$ cat config.mk
export PLATFORM = sky130hd
export DESIGN_NAME = alu_flag_pipe
export DESIGN_NICKNAME = d
export VERILOG_FILES = /design/src/rtl/alu_pkg.sv /design/src/rtl/zero_chunk_reduce.sv /design/src/rtl/alu_flag_pipe.sv
export SDC_FILE = /design/constraint.sdc
export NUM_CORES = 1
export LEC_CHECK = 0
export BUFFER_PORTS_ARGS = -buffer_cell sky130_fd_sc_hd__clkbuf_2
export CORE_MARGIN = 3
export CORE_UTILIZATION = 45
export DETAILED_ROUTE_END_ITERATION = 16
export GPL_TIMING_DRIVEN = 0
export MAX_ROUTING_LAYER = met4
export PLACE_DENSITY = 0.74
export SLEW_MARGIN = 20
export SYNTH_ARGS = -nofsm -noshare
export SYNTH_HDL_FRONTEND = slang
export SYNTH_SLANG_ARGS = --single-unit
$ cat constraint.sdc
create_clock -name clk -period 1.5 [get_ports clk]
set_clock_uncertainty 0.2 [all_clocks]
set_input_delay 0.075 -clock clk [delete_from_list [all_inputs] [get_ports clk]]
set_output_delay 0.075 -clock clk [all_outputs]
set_load 0.01 [all_outputs]
$ cat src/rtl/alu_pkg.sv
// Shared types and constants for the ALU flag pipeline.
// Holds the operation selector encoding and the bit positions inside the NZCV register.
package alu_pkg;

  typedef enum logic [1:0] {
    ALU_PASS_B = 2'd0,
    ALU_PASS_A = 2'd1,
    ALU_ZERO   = 2'd2,
    ALU_NOT_B  = 2'd3
  } alu_pass_mode_t;

  localparam int NZCV_N = 3;
  localparam int NZCV_Z = 2;
  localparam int NZCV_C = 1;
  localparam int NZCV_V = 0;

endpackage

$ cat src/rtl/zero_chunk_reduce.sv
// OR-reduces each CHUNK-bit slice of the input; the final zero flag is the NOR of these bits.
// Purely combinational, so a wide zero-detect can be split across a register boundary.
module zero_chunk_reduce #(
  parameter int WIDTH = 64,
  parameter int CHUNK = 16
) (
  input  logic [WIDTH-1:0]       i_dat,
  output logic [WIDTH/CHUNK-1:0] o_chunk_or
);

  localparam int NCH = WIDTH / CHUNK;

  if (CHUNK < 1 || (WIDTH % CHUNK) != 0) begin : g_bad_chunk
    $error("zero_chunk_reduce: WIDTH must be a multiple of CHUNK");
  end

  for (genvar g = 0; g < NCH; g++) begin : g_chunk
    assign o_chunk_or[g] = |i_dat[g*CHUNK +: CHUNK];
  end

endmodule

$ cat src/rtl/alu_flag_pipe.sv
// Two-stage valid/ready ALU pass-through pipe producing N/Z flags and an architectural NZCV register.
// S1 holds the result plus per-chunk OR bits, S2 holds the result with final flags; 2-cycle latency.
module alu_flag_pipe
  import alu_pkg::*;
#(
  parameter int WIDTH = 64,
  parameter int CHUNK = 16
) (
  input  logic             clk,
  input  logic             reset_n,
  input  logic             in_valid,
  output logic             in_ready,
  input  logic [1:0]       mode,
  input  logic [WIDTH-1:0] a,
  input  logic [WIDTH-1:0] b,
  input  logic             set_flags,
  output logic             out_valid,
  input  logic             out_ready,
  output logic [WIDTH-1:0] result,
  output logic             negative,
  output logic             zero,
  output logic             overflow,
  output logic             carry_out,
  output logic [3:0]       nzcv
);

  localparam int NCH = WIDTH / CHUNK;

  if (WIDTH < 8 || CHUNK < 1 || (WIDTH % CHUNK) != 0) begin : g_bad_param
    $error("alu_flag_pipe: WIDTH must be >= 8 and a multiple of CHUNK");
  end

  logic [WIDTH-1:0] w_res;
  logic [NCH-1:0]   w_chunk_or;
  logic             w_out_xfer;
  logic             w_s2_load;
  logic             w_s1_load;

  logic             r_s1_vld;
  logic [WIDTH-1:0] r_s1_res;
  logic             r_s1_setf;
  logic [NCH-1:0]   r_s1_chunk;

  logic             r_s2_vld;
  logic [WIDTH-1:0] r_s2_res;
  logic             r_s2_neg;
  logic             r_s2_zero;
  logic             r_s2_setf;

  logic [3:0]       r_nzcv;

  always_comb begin
    w_res = '0;
    case (alu_pass_mode_t'(mode))
      ALU_PASS_B: w_res = b;
      ALU_PASS_A: w_res = a;
      ALU_ZERO:   w_res = '0;
      ALU_NOT_B:  w_res = ~b;
      default:    w_res = '0;
    endcase
  end

  zero_chunk_reduce #(
    .WIDTH (WIDTH),
    .CHUNK (CHUNK)
  ) u_zero_chunk_reduce (
    .i_dat      (w_res),
    .o_chunk_or (w_chunk_or)
  );

  // S2 can take new data when empty or when its current entry leaves this cycle.
  assign w_out_xfer = r_s2_vld & out_ready;
  assign w_s2_load  = ~r_s2_vld | out_ready;
  assign w_s1_load  = ~r_s1_vld | w_s2_load;
  assign in_ready   = reset_n & w_s1_load;

  always_ff @(posedge clk) begin
    if (!reset_n) begin
      r_s1_vld   <= 1'b0;
      r_s1_res   <= '0;
      r_s1_setf  <= 1'b0;
      r_s1_chunk <= '0;
      r_s2_vld   <= 1'b0;
      r_s2_res   <= '0;
      r_s2_neg   <= 1'b0;
      r_s2_zero  <= 1'b0;
      r_s2_setf  <= 1'b0;
      r_nzcv     <= 4'b0000;
    end else begin
      if (w_s1_load) begin
        r_s1_vld <= in_valid;
        if (in_valid) begin
          r_s1_res   <= w_res;
          r_s1_setf  <= set_flags;
          r_s1_chunk <= w_chunk_or;
        end
      end
      if (w_s2_load) begin
        r_s2_vld <= r_s1_vld;
        if (r_s1_vld) begin
          r_s2_res  <= r_s1_res;
          r_s2_neg  <= r_s1_res[WIDTH-1];
          r_s2_zero <= ~|r_s1_chunk;
          r_s2_setf <= r_s1_setf;
        end
      end
      // C and V are never produced by these modes, so they simply keep their value.
      if (w_out_xfer && r_s2_setf) begin
        r_nzcv[NZCV_N] <= r_s2_neg;
        r_nzcv[NZCV_Z] <= r_s2_zero;
      end
    end
  end

  assign out_valid = r_s2_vld;
  assign result    = r_s2_res;
  assign negative  = r_s2_neg;
  assign zero      = r_s2_zero;
  assign overflow  = 1'b0;
  assign carry_out = 1'b0;
  assign nzcv      = r_nzcv;

endmodule

==> out/qor.txt <==
Placement row count: 45
Max cap viols: 0
Reg2reg start: out_valid
Port Buf Inserts: 203
First-pass GRT wire length: 43.5 mm
Starting Density: 46.4%
Hold Vio Cnt, Final: 5
EDFF count, synth: 0
Starting DRC count in detailed routing: 759
Reg-to-reg endpoint: result[28]
Most frequent cells in the layout: clkbuf_2, nand2_1, dlygate4sd3_1, dfxtp_1, a21boi_1
DR WL/cell: 19.9 um
Initial antenna violation count: 1
Dpl hpwl: 17.6 mm
Fmax: 0.629 GHz
Max VDD drop: 0.864 mV
Share of cells above drive strength 1: 32.0%
R2R cell count: 6
Clock tree from TritonCTS: built
Met1 Track Usage GR: 38.4%
Sequential element share of the synthesized area: 39.2%
Setup TNS: -2.28 ns
Met2 Track Usage GR: 53.3%
Reg clk slew, reported paths: 0.06 ns
Placed insts: 1,266
Arrival @ worst endpoint: 1.76 ns
Min Clock Period, post-route: 1.59 ns
Syn-to-layout area delta: 59.6%
Yosys cell types: 32
Gr busiest metal: met2
Design Power: 10.6 mW
Synth Flop Type: dfxtp_1
Fin Hold WS: -0.136 ns
Drt total wl: 28.9 mm
Remaining global-route overflow: 0
Gr usage total: 32.3%
H-Tree Depth: 4
DP Worst Slack: -0.531 ns
Reg2Reg Setup Slack: -0.09 ns
GP Congestion: 0.902
# DRC: 0
Failing checks: negative hold slack, negative setup slack
CTS Root Cell: clkbuf_16
Register bit total from synthesis: 139
Critical-path maximum fanout: 6
Cell leakage power: 4.72 nW
Power density over cell area: 935 nW/um^2
Worst EP required: 1.67 ns
Commonest non-fill, non-tap cell in the layout: clkbuf_2
Drt pass-1 iters: 6
Die height: 132 um
Die ar.: 17,300 sq um
Drt via density: 5.72
CP Launch Type: register
Crit Path Category: register to register
Tightest Pin Transition: 0.691 ns
CTS Hold Buffers Added: 138
Final slew viol count: 0
Layout Cells excl Fill: 1,453
Relative slew slack: 53.9%
Post-synthesis cell count: 849
Met3 Usage GRT: 6.36%
# IOs: 209
Status: complete, but fails checks
Unrepaired setup endpoints after global routing: yes
Average size of a mapped cell: 8.36 sq um
Die Width: 132 um
Largest net degree at the start of global routing: 20
CTS Buf Count: 17
Final nets: 1,363
Setup-failing EPs final: 63
Bufs on Longest Clock Path: 2
Clock sink count: 139
Vias in the first global route: 8,267
Filler Cells Inserted: 1,058
Min-Delay Path Depth: 3
Worst-skew pair later-pin latency: 0.43 ns
Netlist Area Pre-Place: 7100 sq um
HP Start: out_ready
Core Area: 15,300 sq um
YS warnings: 0
Post-synth ARST share: 0%
Post-route ant nets: 0
Final worst slack: -0.0892 ns
Final Cycle Share: 106%
Hold Path Class: input pin to register
Hold EP: out_valid
Worst Setup End Kind: register
Via count: 8,315
cell usage after synthesis, types with 2 or more instances:
cell / instances / share of area (%)
a21boi_0: 151 / 16
and2_1: 9 / 0.79
buf_1: 4 / 0.21
buf_2: 23 / 1.6
buf_4: 6 / 0.63
buf_6: 3 / 0.48
clkbuf_1: 44 / 2.3
dfxtp_1: 139 / 39
inv_1: 2 / 0.11
mux2i_1: 57 / 8.0
nand2_1: 219 / 12
nand2b_1: 2 / 0.18
nor2_1: 9 / 0.48
nor2b_1: 20 / 1.8
nor3_1: 25 / 1.8
o2111ai_1: 4 / 0.49
o211ai_1: 55 / 5.8
o21a_1: 13 / 1.4
o22ai_2: 7 / 1.2
o31ai_1: 15 / 1.6
o32ai_1: 13 / 1.6
o41a_1: 4 / 0.63
or3_1: 16 / 1.4
area by class of cell:
class,instances,area (sq um),share of cell area [%]
antenna,1,2.50,0.0221
clock inverter,10,161,1.42
multi-input combinational,630,4250,37.5
sequential,139,2790,24.6
clock buffer,22,484,4.27
tap,211,264,2.33
inverter,3,11.3,0.0994
timing repair buffer,359,2710,24.0
buffer,78,653,5.77
metrics by stage:
stage | util (%) | cell area [sq um] | hold WS, ns
after detailed placement | 55.0 | 8420 | 0.196
after global placement | 55.0 | 8420 | 0.188
after global routing | 74.0 | 11300 | -0.121
after CTS | 71.0 | 10900 | -0.149
final | 74.0 | 11300 | -0.136
after floorplan | - | 7140 | 0.0199
report_power, final:
part | switching [mW] | internal [mW] | leakage (nW)
logic | 0.996 | 0.994 | 3.27
clock network | 1.68 | 2.96 | 0.309
registers | 0.101 | 3.85 | 1.14
total | 2.78 | 7.81 | 4.72
layer usage:
layer,up-vias,wire length [um]
li1,3769,-
met1,3885,11300
met2,531,13800
met3,130,2350
met4,0,1400
met5,-,0
sequential cells by signal (all words and copies together), names as in the netlist, 2 cells and up:
register,count
r_s1_chunk,4
nzcv,2
result,64
r_s1_res,64
what timing repair did:
item / in CTS / in global routing
setup endpoints to repair: 136 / 131
gates resized for setup: 157 / 143
cloned: 3 / 7
hold endpoints to repair: 87 / 3
buffers inserted: 8 / 0
pin swaps: 32 / 89
worst max-delay path by stage:
| stage | startpoint | end | slack [ns] |
|---|---|---|---|
| 6_report | out_valid | result[28] | -0.09 |
| 5_1_grt | out_valid | result[28] | -0.14 |
| 4_1_cts | r_s1_vld | in_ready | -0.05 |
| 3_5_place_dp | mode[1] | r_s1_chunk[1] | -0.53 |
| 3_3_place_gp | mode[1] | r_s1_chunk[1] | -0.51 |
| 2_1_floorplan | out_valid | result[24] | -0.008 |
cell families after synthesis:
family          synth area share [%]
compound gates                  29.1
buf+inv                         5.43
flops                           39.2
mux                             8.04
other cells                   0.0528
simple gates                    18.2
critical path, stage by stage (launching register included):
cell and delay (ns):
dfxtp_2 0.35, nor2b_4 0.23, nand2b_4 0.21, buf_12 0.17, buf_8 0.13, nand2_1 0.09
a21boi_2 0.15
No activity file was read; power rests on OpenSTA's default activity.
